$ cat src/rtl/sync_fifo_param.sv
// Parametrised single-clock FIFO: circular RAM, occupancy count, registered read port with valid strobe.
// Define FIFO_ERR_FLAG_EN to add the sticky overflow/underflow flags and their ports.
module sync_fifo_param #(
  parameter int DATA_W    = 32,
  parameter int DEPTH     = 32,
  parameter int AF_THRESH = 28,
  parameter int AE_THRESH = 4,
  localparam int CNT_W    = $clog2(DEPTH + 1),
  localparam int PTR_W    = ($clog2(DEPTH) > 1) ? $clog2(DEPTH) : 1
) (
  input  logic              clk,
  input  logic              rst,
  input  logic              wr_en,
  input  logic [DATA_W-1:0] din,
  input  logic              rd_en,
  output logic [DATA_W-1:0] dout,
  output logic              dout_vld,
  output logic              fifo_empty,
  output logic              fifo_full,
  output logic              almost_empty,
  output logic              almost_full,
  output logic [CNT_W-1:0]  fifo_cnt
`ifdef FIFO_ERR_FLAG_EN
  ,
  output logic              overflow,
  output logic              underflow
`endif
);

  localparam logic [PTR_W-1:0] LAST_PTR = PTR_W'(DEPTH - 1);
  localparam logic [CNT_W-1:0] FULL_CNT = CNT_W'(DEPTH);
  localparam logic [CNT_W-1:0] AE_CNT   = CNT_W'(AE_THRESH);
  localparam logic [CNT_W-1:0] AF_CNT   = CNT_W'(AF_THRESH);

  logic [DATA_W-1:0] mem_q [DEPTH];
  logic [PTR_W-1:0]  wptr_q, wptr_d;
  logic [PTR_W-1:0]  rptr_q, rptr_d;
  logic [CNT_W-1:0]  cnt_q, cnt_d;
  logic [DATA_W-1:0] dout_q;
  logic              dout_vld_q;
  logic              rd_acc, wr_acc;

  // Flags decode from the registered count, so they move the cycle after an access.
  assign fifo_empty   = (cnt_q == '0);
  assign fifo_full    = (cnt_q == FULL_CNT);
  assign almost_empty = (cnt_q <= AE_CNT);
  assign almost_full  = (cnt_q >= AF_CNT);
  assign fifo_cnt     = cnt_q;
  assign dout         = dout_q;
  assign dout_vld     = dout_vld_q;

  // A full FIFO still takes a write when a read frees a slot in the same cycle.
  always_comb begin
    rd_acc = rd_en & ~fifo_empty;
    wr_acc = wr_en & (~fifo_full | rd_acc);
  end

  always_comb begin
    wptr_d = wptr_q;
    rptr_d = rptr_q;
    cnt_d  = cnt_q;
    if (wr_acc) begin
      wptr_d = (wptr_q == LAST_PTR) ? '0 : wptr_q + PTR_W'(1);
    end
    if (rd_acc) begin
      rptr_d = (rptr_q == LAST_PTR) ? '0 : rptr_q + PTR_W'(1);
    end
    case ({wr_acc, rd_acc})
      2'b10:   cnt_d = cnt_q + CNT_W'(1);
      2'b01:   cnt_d = cnt_q - CNT_W'(1);
      default: cnt_d = cnt_q;
    endcase
  end

  // Storage is left unreset so it maps onto block RAM.
  always_ff @(posedge clk) begin
    if (!rst && wr_acc) begin
      mem_q[wptr_q] <= din;
    end
  end

  always_ff @(posedge clk) begin
    if (rst) begin
      wptr_q     <= '0;
      rptr_q     <= '0;
      cnt_q      <= '0;
      dout_q     <= '0;
      dout_vld_q <= 1'b0;
    end else begin
      wptr_q     <= wptr_d;
      rptr_q     <= rptr_d;
      cnt_q      <= cnt_d;
      dout_vld_q <= rd_acc;
      if (rd_acc) begin
        dout_q <= mem_q[rptr_q];
      end
    end
  end

`ifdef FIFO_ERR_FLAG_EN
  logic overflow_q, overflow_d;
  logic underflow_q, underflow_d;

  always_comb begin
    overflow_d  = overflow_q | (wr_en & fifo_full & ~rd_acc);
    underflow_d = underflow_q | (rd_en & fifo_empty);
  end

  always_ff @(posedge clk) begin
    if (rst) begin
      overflow_q  <= 1'b0;
      underflow_q <= 1'b0;
    end else begin
      overflow_q  <= overflow_d;
      underflow_q <= underflow_d;
    end
  end

  assign overflow  = overflow_q;
  assign underflow = underflow_q;
`endif

endmodule
$ cat config.mk
export PLATFORM = sky130hd
export DESIGN_NAME = sync_fifo_param
export DESIGN_NICKNAME = d
export VERILOG_FILES = /design/src/rtl/sync_fifo_param.sv
export SDC_FILE = /design/constraint.sdc
export NUM_CORES = 1
export LEC_CHECK = 0
export CAP_MARGIN = 20
export CORE_ASPECT_RATIO = 1.5
export CORE_MARGIN = 10
export CORE_UTILIZATION = 45
export CTS_BUF_LIST = sky130_fd_sc_hd__clkbuf_2
export DETAILED_ROUTE_END_ITERATION = 6
export DONT_BUFFER_PORTS = 1
export GPL_ROUTABILITY_DRIVEN = 0
export PLACE_DENSITY = 0.6
export SLEW_MARGIN = 0
export SYNTH_ARGS = -nofsm -noshare
export SYNTH_HDL_FRONTEND = slang
export SYNTH_SLANG_ARGS = --single-unit
$ cat constraint.sdc
create_clock -name clk -period 3.6 [get_ports clk]
set_clock_uncertainty 0.1 [all_clocks]
set_input_delay 0.36 -clock clk [delete_from_list [all_inputs] [get_ports clk]]
set_output_delay 0.36 -clock clk [all_outputs]
set_load 0.05 [all_outputs]
==> key figures, run 1 <==
Status
  – Status: finished, final reports clean

Layout
  – Reg area: about 32000 um2
  – Layout cell share with drive strength beyond 1: 32.8%
  – Filler Cells Inserted: 7245
  – Synth-to-layout area growth: 15.0%
  – Area occupied by multi-input gates: 8850 um2
  – Fin nets: roughly 2300

STA
  – Final setup violation count: 0
  – Max Slew Vio Count: 0
  – PnR worst setup slack: between 0.09 and 0.1 ns
  – Max Clock Freq: 0.285 GHz
  – Hold Vio Cnt, Final: 0
  – Slew HR: 29.0%
  – Worst-Margin Slew: roughly 1.1 ns
  – Minimum clock period: 3.51 ns
  – Final period utilization: a little over nine tenths

Worst setup path
  – CP Cell Sequence: buf_4, or2_2, o21ba_2, o21ai_2, dlygate4sd3_1, nand4_1, dlygate4sd3_1, o41ai_2, dlygate4sd3_1
  – Most used cell, CP: dlygate4sd3_1
  – Worst R2R Start: fifo_cnt[4]$_SDFFE_PP0P_
  – R2R Setup Slk: slightly above 0.09 ns
  – Worst Setup SP: fifo_cnt[4]$_SDFFE_PP0P_
  – Worst path bufs/invs: 4
  – CP Launch Type: flip-flop
  – CP top delay family: buffers and inverters
  – Kind of critical path: flip-flop to flip-flop
  – Max FO, Critical Path: 5
  – Setup crit end kind: flip-flop
  – Arr. time, crit path: 4.92 ns
  – Largest stage delay, worst path: between 0.6 and 0.7 ns
  – Crit path required time: 5.01 ns
  – Slowest library cell on the worst path: dlygate4sd3_1

Detailed routing
  – Initial DRC Count: 1856
  – Vias per cell: 5.82
  – 1st-pass router iterations: 5
  – DRT antenna net count: 0
  – Total number of vias: 21000
  – WL/cell: 28.4 um
  – DRC violations left: 0
  – Drt total wl: 103000 um

Clock network
  – CTS root buffer: clkbuf_2
  – CTS tree: built
  – CTS Buf Count: 229
  – Clk sinks: 1073
  – CTS H-Tree Depth: 4
  – CTS max path bufs: 3
  – Clk_lat worst skew: 1.59 ns
  – Clk slew on worst S/H paths: 0.09 ns
  – Setup bufs post-CTS: 0

Synthesis
  – Mapped Cells: 1925
  – Number of synthesized register bits: about 1100
  – Ys Warns: 0
  – Cell area after synthesis: a little over 40000 um2
  – Post-Syn Nets: 1973
  – Syn_area_per_cell: 21.2 um2
  – Count of cell types in the netlist: 55
  – Synth Flop Type: edfxtp_1
  – Register area share after synthesis: 77.6%
  – Synth async-reset ratio: 0%
  – EDFF count, synth: 1024

Floorplan
  – Io pins: 79
  – Starting Density: 45.3%
  – Core area: 90200 um2
  – Die footprint: 104000 um2
  – Chip Height: 389 um
  – Die X-Extent: 266 um
  – Row count: 135

Flow run
  – Max-cap viol count: 0

Hold path
  – Min-Delay Path Class: input port to flip-flop
  – Hold path start: rst

Global routing
  – Largest net degree at the start of global routing: 64
  – GRT overflow: 0
  – Vias in the first global route: 22100
  – First-pass GRT wire length: 150000 um
  – Initial antenna violation count: 3
  – All-Layer GR Usage: 20.0%

Placement
  – DP HPWL: 60000 um
  – Port Buf Inserts: 0
  – Pre-CTS setup slack: 0.417 ns

Power
  – Leak: 14.8 nW
  – Total Power: 27.5 mW
  – Power Density: 585 nW/um2
  – VDD IR-drop max: 0.378 mV
cell usage in the layout, fill, tap and decap left out, drive strengths merged, types with 4 or more instances in the layout:
master       instances
edfxtp            1024
clkbuf             358
a32oi               32
a21oi                6
inv                 12
mux2i              133
a211oi               4
mux2                34
o22ai               64
nor2                53
a22oi               64
clkinv              51
nand2               42
nor2b                4
or3                  4
mux4               192
o311ai              32
ha                  11
dlygate4sd3         82
buf                134
diode                7
nand3                5
dfxtp               49
o21ai               10
cell usage after synthesis, drive strengths merged (5+ instances only):
library cell / instances / share of area [%]
a21oi: 6 / 0.073
a22oi: 64 / 1.2
edfxtp: 1024 / 75
clkbuf: 54 / 0.50
o311ai: 32 / 0.69
o21ai: 10 / 0.16
nand2: 42 / 0.39
ha: 11 / 0.34
mux4: 192 / 11
buf: 59 / 0.91
a32oi: 32 / 0.69
mux2: 34 / 0.94
nor2: 53 / 0.49
dfxtp: 49 / 2.4
o22ai: 64 / 0.98
nand3: 5 / 0.061
mux2i: 133 / 3.3
inv: 8 / 0.073
cell families after synthesis:
logic type / synth area share [%]
fa+ha+maj: 0.386
buf+inv: 1.48
compound gates: 4.20
flops: 77.6
mux: 14.8
simple gates: 1.55
power by group:
group,leakage (nW),internal [mW],switching [mW]
sequential,9.61,13.9,0.921
clock,1.64,2.85,4.56
combinational,3.59,2.54,2.76
final timing paths:
kind                              endpoint  depth (start not counted)
setup / recovery  fifo_cnt[2]$_SDFFE_PP0P_                          9
hold / removal    fifo_cnt[0]$_SDFFE_PP0P_                          4
setup reg to reg  fifo_cnt[2]$_SDFFE_PP0P_                          9
hold reg to reg   fifo_cnt[4]$_SDFFE_PP0P_                          1
registers in the layout (all words and copies together) (netlist names):
register,cells
dout,32
rptr_q,5
fifo_cnt,6
dout_vld,1
wptr_q,5
mem_q,1024
per-stage QoR:
step	cell area, um2	util, %	cells	setup TNS [ns]	hold WS, ns
2_1_floorplan	40900	-	1925	0	0.344
3_3_place_gp	42800	47.4	3052	0	0.333
3_5_place_dp	42800	47.4	3053	0	0.340
4_1_cts	46800	51.9	3601	0	0.0213
5_1_grt	47000	52.1	3618	-0.0355	-0.0346
6_report	47000	52.1	3618	0	0.123
tightest hold or removal path: cells and delay by family:
kind / cells / cell delay [ns]
simple gates: 1 / 0.10
mux: 1 / 0.13
buf+inv: 2 / 1.17
metal layers:
layer  wire, um  up-vias  track usage [%]
li1           -     8966                -
met1      39200    11100             23.8
met2      55500      785             35.8
met3       6300      151             4.50
met4       1890        2             5.91
met5         13        -                0
layout make-up:
type	instances	share of cell area [%]
diodes	7	0.0373
clock buffers	355	3.78
clock inverters	61	0.767
inverters	8	0.0639
multi-input cells	731	18.8
flip-flops and latches	1073	67.5
well taps	1164	3.10
repair buffers	219	5.90
what timing repair did:
item / CTS / global route
endpoints found under the setup margin: 3 / 0
gates resized for setup: 3 / 0
hold buffers: 132 / 4
hold endpoints to repair: 2097 / 12
Power figures use the tool's default switching activity.
==> run 2, diff against run 1 <==
- RECOVER_POWER: default -> 50
==> run 2 against run 1 <==
Net effect: the flow now finishes with violations (capacitance limit, slew limit); worst hold slack better by 0.014 ns; flip-flop and latch count stayed put; sequential share of layout area is 1.3 points higher; via count is 0.24% lower; critical path depth stayed put; combinational power is 3% lower; die area stayed put; non-clock buffer count stayed put; final area is 1.9% lower; sequential power hardly changed; clock power hardly changed; register-to-register slack hardly changed; critical path type unchanged; highest routed layer unchanged.
==> key figures, run 2 (synthesis results as in run 1) <==
Worst setup path
  – CP Cell Sequence: buf_4, or2_2, o21ba_2, o21ai_2, dlygate4sd3_1, nand4_1, dlygate4sd3_1, o41ai_2, dlygate4sd3_1 (unchanged)
  – Levels on crit path: 9 (unchanged)
  – Worst path bufs/invs: 4 (unchanged)
  – Crit path required time: 5.00 ns (was 5.01 ns)
  – Largest stage delay, worst path: 0.66 ns (about the same)
  – Slowest library cell on the worst path: dlygate4sd3_1 (unchanged)
  – CP Launch Type: flip-flop (unchanged)
  – CP top delay family: buffers and inverters (unchanged)
  – Arr. time, crit path: 4.90 ns (was 4.92 ns)
  – R2R Setup Slk: 0.10 ns (was 0.09 ns)
  – Critical Path End: fifo_cnt[2]$_SDFFE_PP0P_ (unchanged)
  – Worst Setup SP: fifo_cnt[4]$_SDFFE_PP0P_ (unchanged)
  – Worst R2R Start: fifo_cnt[4]$_SDFFE_PP0P_ (unchanged)
  – Worst r2r dst: fifo_cnt[2]$_SDFFE_PP0P_ (unchanged)
  – Kind of critical path: flip-flop to flip-flop (unchanged)
  – Max FO, Critical Path: 5 (unchanged)
  – Most used cell, CP: dlygate4sd3_1 (unchanged)
  – Reg2Reg Depth: 9 (unchanged)
  – Setup crit end kind: flip-flop (unchanged)

Placement
  – DP HPWL: 60000 um (unchanged)
  – Post-Place Cells: 3053 (unchanged)
  – Port Buf Inserts: 0 (unchanged)

Clock network
  – CTS Buf Count: 229 (unchanged)
  – CTS root buffer: clkbuf_2 (unchanged)
  – CTS tree: built (unchanged)
  – Setup bufs post-CTS: 0 (unchanged)
  – Clk_lat worst skew: 1.56 ns (was 1.59 ns)
  – Clk slew on worst S/H paths: 0.09 ns (about the same)
  – CTS H-Tree Depth: 4 (unchanged)
  – Clk sinks: 1073 (unchanged)
  – CTS max path bufs: 3 (unchanged)

Power
  – Leak: 14.4 nW (was 14.8 nW)
  – Total Power: 27.4 mW (was 27.5 mW)
  – VDD IR-drop max: 0.371 mV (was 0.378 mV)
  – Power Density: 594 nW/um2 (was 585 nW/um2)

Layout
  – Fin nets: 2310 (unchanged)
  – Final Util: 51.1% (was 52.1%)
  – Commonest non-fill, non-tap cells in the layout: edfxtp_1 (1024), clkbuf_2 (355), mux4_2 (192) (unchanged)
  – Synth-to-layout area growth: 12.8% (was 15.0%)
  – Max reg flops: 1024 (unchanged)
  – Biggest register: mem_q (unchanged)
  – Non-filler instance count after layout: 3616 (was 3618)
  – Most common cell after layout, fill and taps aside: edfxtp_1 (unchanged)
  – Layout cell share with drive strength beyond 1: 30.3% (was 32.8%)

STA
  – Worst-Margin Slew: 1.81 ns (was 1.06 ns)
  – Max Slew Vio Count: 693 (was 0)
  – Final setup violation count: 0 (unchanged)
  – Final period utilization: 97.2% (was 97.4%)
  – Max Clock Freq: 0.286 GHz (was 0.285 GHz)
  – Minimum clock period: 3.50 ns (was 3.51 ns)
  – Hold Vio Cnt, Final: 0 (unchanged)
  – Slew HR: -20.5% (was 29.0%)

Detailed routing
  – Drt total wl: 103000 um (about the same)
  – 1st-pass router iterations: 7 (was 5)
  – Initial DRC Count: 1710 (was 1856)
  – DRT antenna net count: 0 (unchanged)
  – DRC violations left: 0 (unchanged)
  – Vias per cell: 5.81 (was 5.82)
  – Total number of vias: 21000 (about the same)
  – WL/cell: 28.5 um (was 28.4 um)

Hold path
  – Hold path start: rst (unchanged)
  – Min-Delay Path Class: input port to flip-flop (unchanged)

Global routing
  – Met3 GRT Util: 4.50% (unchanged)
  – Initial antenna violation count: 3 (unchanged)
  – Busiest grt layer: met2 (unchanged)
  – Met2 Track Usage GR: 35.8% (unchanged)
  – All-Layer GR Usage: 20.0% (unchanged)
  – Met1 GRT Util: 23.8% (unchanged)
  – Largest net degree at the start of global routing: 64 (unchanged)
  – GRT overflow: 0 (unchanged)
  – Vias in the first global route: 22100 (unchanged)
  – First-pass GRT wire length: 150000 um (unchanged)

Floorplan
  – Chip Height: 389 um (unchanged)
  – Die footprint: 104000 um2 (unchanged)
  – Die X-Extent: 266 um (unchanged)
  – Row count: 135 (unchanged)
  – Starting Density: 45.3% (unchanged)
  – Core area: 90200 um2 (unchanged)
  – Io pins: 79 (unchanged)

Status
  – Violated checks: capacitance limit, slew limit
  – Status: finished with violations (was finished, final reports clean)

Flow run
  – Max-cap viol count: 21 (was 0)
## run 2: cell types whose count changed in the layout (fill, tap and decap cells not counted), moves of 2 or more
cell / before / now
buf_12: 66 / 12
clkbuf_1: 0 / 37
clkdlybuf4s25_1: 0 / 23
nor2_2: 2 / 10
nor2_4: 33 / 25
buf_16: 2 / 0
clkbuf_16: 3 / 1
diode_2: 7 / 5
## run 2: timing repair
| item | CTS | global route |
|---|---|---|
| endpoints found under the hold margin | 2097 | 12 |
| hold buffers | 132 | 4 |
| resized for setup | 3 | 0 |
| endpoints found under the setup margin | 3 | 0 |
## run 2: per-layer routing
metal  part of all wire (%)  vias to the layer above
li1                       -                     8962
met1                     38                    11000
met2                     53                      826
met3                    6.7                      165
met4                    2.3                        2
met5                  0.013                        -
## run 2: cell type report
class / instances / area, um2
sequential: 1073 / 31700
timing repair buffer: 219 / 1940
fill: 7368 / 44100
clock buffer: 355 / 1780
inverter: 8 / 30.0
antenna: 5 / 12.5
clock inverter: 61 / 360
multi-input combinational: 731 / 8800
tap: 1164 / 1460
## run 2: power by group
part,internal [mW],leakage (nW),switching (mW)
clock network,2.85,1.64,4.55
registers,13.9,9.61,0.920
logic,2.43,3.15,2.73
total,19.2,14.4,8.20
## run 2: worst min-delay path by stage
stage                                     endpoint  cells after the start
final                     fifo_cnt[0]$_SDFFE_PP0P_                      4
after global routing      fifo_cnt[0]$_SDFFE_PP0P_                      4
after CTS                  mem_q[14][11]$_DFFE_PP_                      4
after detailed placement    rptr_q[2]$_SDFFE_PP0N_                      1
after global placement      rptr_q[2]$_SDFFE_PP0N_                      1
after floorplan                dout_vld$_SDFF_PP0_                      1
## run 2: per-stage QoR
stage	setup WS [ns]	setup TNS, ns	instance area, um2	hold WS [ns]
final	0.101	0	46100	0.137
after global routing	-0.000618	-0.000618	46100	0.000249
after CTS	0.0239	0	46800	0.0213
after detailed placement	0.417	0	42800	0.340
after global placement	0.412	0	42800	0.333
after floorplan	0.131	0	40900	0.344
## run 2: worst reg2reg max path: stages, from the launching register on
cell	delay, ns
dfxtp_1	0.33
buf_4	0.20
or2_2	0.38
o21ba_2	0.24
o21ai_2	0.21
dlygate4sd3_1	0.66
nand4_1	0.12
dlygate4sd3_1	0.58
o41ai_2	0.06
dlygate4sd3_1	0.60
==> run 3, diff against run 2 <==
==> constraint.sdc (replaced) <==
create_clock -name clk -period 3.6 [get_ports clk]
set_clock_uncertainty 0.1 [all_clocks]
set_input_delay 0.54 -clock clk [delete_from_list [all_inputs] [get_ports clk]]
set_output_delay 0.54 -clock clk [all_outputs]
set_load 0.05 [all_outputs]
==> run 3 against run 2 <==
Net effect: the run still ends with capacitance limit, slew limit left; worst setup slack improved by 0.066 ns; final area increased by 0.14%; register-to-register slack improved by 0.07 ns; final cell count increased by 0.36%; flip-flop and latch count unchanged; utilization increased by 0.069 points; combinational power about the same; via count increased by 0.14%; wire length decreased by 0.16%; die area unchanged; sequential power about the same; clock power increased by 1%; largest cell class unchanged; largest power group unchanged.
==> key figures, run 3 (synthesis results as in run 1) <==
Status
  – Status: finished with violations (unchanged)
  – Violated checks: capacitance limit, slew limit (unchanged)

Power
  – VDD IR-drop max: 0.339 mV (was 0.371 mV)
  – Power Density: 594 nW/um2 (about the same)
  – Leak: 14.4 nW (about the same)

Layout
  – Non-filler instance count after layout: 3629 (was 3616)
  – Synth-to-layout area growth: 12.9% (was 12.8%)
  – Max reg flops: 1024 (unchanged)
  – Fin nets: 2312 (was 2310)
  – Biggest register: mem_q (unchanged)
  – Final Util: 51.2% (was 51.1%)
  – Commonest non-fill, non-tap cells in the layout: edfxtp_1 (1024), clkbuf_2 (358), mux4_2 (192) (was edfxtp_1 (1024), clkbuf_2 (355), mux4_2 (192))
  – Filler Cells Inserted: 7371 (was 7368)
  – Final Cell Area: 46200 um2 (was 46100 um2)
  – Most common cell after layout, fill and taps aside: edfxtp_1 (unchanged)
  – Layout cell share with drive strength beyond 1: 30.4% (was 30.3%)

STA
  – Max Clock Freq: 0.291 GHz (was 0.286 GHz)
  – Hold Slack: 0.236 ns (was 0.137 ns)
  – Slew HR: -19.2% (was -20.5%)
  – RSZ-0062 raised after global routing: true
  – PnR worst setup slack: 0.168 ns (was 0.101 ns)
  – Final setup violation count: 0 (unchanged)
  – Final period utilization: 95.3% (was 97.2%)
  – Max Slew Vio Count: 726 (was 693)
  – Hold Vio Cnt, Final: 0 (unchanged)
  – Worst-Margin Slew: 1.79 ns (was 1.81 ns)
  – Minimum clock period: 3.43 ns (was 3.50 ns)

Clock network
  – Clk sinks: 1073 (unchanged)
  – Clk_lat worst skew: 1.49 ns (was 1.56 ns)
  – Clk slew on worst S/H paths: 0.11 ns (was 0.09 ns)
  – CTS max path bufs: 3 (unchanged)
  – CTS tree: built (unchanged)
  – CTS root buffer: clkbuf_2 (unchanged)
  – Setup bufs post-CTS: 0 (unchanged)
  – CTS Buf Count: 228 (was 229)
  – CTS H-Tree Depth: 4 (unchanged)

Placement
  – Port Buf Inserts: 0 (unchanged)
  – DP HPWL: 60500 um (was 60000 um)
  – Area post-placement: 42800 um2 (about the same)
  – Pre-CTS setup slack: 0.379 ns (was 0.417 ns)
  – Post-Place Cells: 3059 (was 3053)

Detailed routing
  – Initial DRC Count: 1719 (was 1710)
  – DRT antenna net count: 0 (unchanged)
  – Total number of vias: 21000 (about the same)
  – DRC violations left: 0 (unchanged)
  – Drt total wl: 103000 um (about the same)
  – WL/cell: 28.4 um (was 28.5 um)
  – Vias per cell: 5.79 (was 5.81)
  – 1st-pass router iterations: 5 (was 7)

Floorplan
  – Die footprint: 104000 um2 (unchanged)
  – Die X-Extent: 266 um (unchanged)
  – Row count: 135 (unchanged)
  – Chip Height: 389 um (unchanged)
  – Core area: 90200 um2 (unchanged)
  – Io pins: 79 (unchanged)
  – Starting Density: 45.3% (unchanged)

Global routing
  – All-Layer GR Usage: 20.1% (was 20.0%)
  – Vias in the first global route: 22300 (was 22100)
  – Initial antenna violation count: 2 (was 3)
  – First-pass GRT wire length: 151000 um (was 150000 um)
  – GRT overflow: 0 (unchanged)
  – Largest net degree at the start of global routing: 54 (was 64)

Worst setup path
  – Worst R2R Start: rptr_q[0]$_SDFFE_PP0N_ (was fifo_cnt[4]$_SDFFE_PP0P_)
  – CP Launch Type: flip-flop (unchanged)
  – Worst Setup SP: rptr_q[0]$_SDFFE_PP0N_ (was fifo_cnt[4]$_SDFFE_PP0P_)
  – Max FO, Critical Path: 38 (was 5)
  – Crit path required time: 4.78 ns (was 5.00 ns)
  – Setup crit end kind: flip-flop (unchanged)
  – Kind of critical path: flip-flop to flip-flop (unchanged)
  – Arr. time, crit path: 4.61 ns (was 4.90 ns)
  – Reg2Reg Depth: 4 (was 9)

Hold path
  – Hold Crit Depth: 2 (was 4)
  – Min-Delay Path Class: input port to flip-flop (unchanged)
  – Hold path start: din[12] (was rst)

Flow run
  – Max-cap viol count: 22 (was 21)
## run 3: final timing paths
| check | endpoint | slack (ns) |
|---|---|---|
| max | dout[15]$_SDFFE_PP0N_ | 0.17 |
| max reg2reg | dout[15]$_SDFFE_PP0N_ | 0.17 |
| min reg2reg | wptr_q[1]$_SDFFE_PP0N_ | 0.53 |
| min | mem_q[8][12]$_DFFE_PP_ | 0.24 |
## run 3: cell type report
cell class	count	area, um2	area share, %
clock buffers	358	1790	3.88
well taps	1164	1460	3.15
multi-input cells	731	8830	19.1
flip-flops and latches	1073	31700	68.7
diodes	5	12.5	0.0271
inverters	8	30.0	0.0650
repair buffers	222	1930	4.19
clock inverters	68	377	0.816
## run 3: where the power goes
part	internal (mW)	total [mW]	switching, mW	leakage [nW]
clock network	2.83	7.50	4.67	1.66
logic	2.42	5.13	2.70	3.15
registers	13.9	14.8	0.924	9.61
total	19.1	27.4	8.29	14.4
## run 3: routing by layer
layer | share of wire [%] | GRT usage, % | up-vias
li1 | - | - | 8982
met5 | 0 | 0 | -
met2 | 53 | 35.3 | 865
met1 | 38 | 24.3 | 11000
met4 | 2.0 | 6.21 | 0
met3 | 6.7 | 4.63 | 155
## run 3: stage by stage
step / total power, mW / setup TNS, ns
3_3_place_gp: 19.9 / 0
4_1_cts: 27.9 / -0.0779
6_report: 27.4 / 0
5_1_grt: 28.7 / -0.0328
2_1_floorplan: 18.7 / 0
3_5_place_dp: 20.0 / 0
## run 3: critical path: stages (launching register included)
cell      delay, ns
dfxtp_2        1.07
clkbuf_4       0.81
mux4_2         0.60
o22ai_1        0.48
o311ai_1       0.14
## run 3: timing repair
item	CTS	global route
endpoints found under the hold margin	2097	64
gates resized for setup	6	2
pin swaps	2	2
endpoints found under the setup margin	3	2
hold buffers	132	2
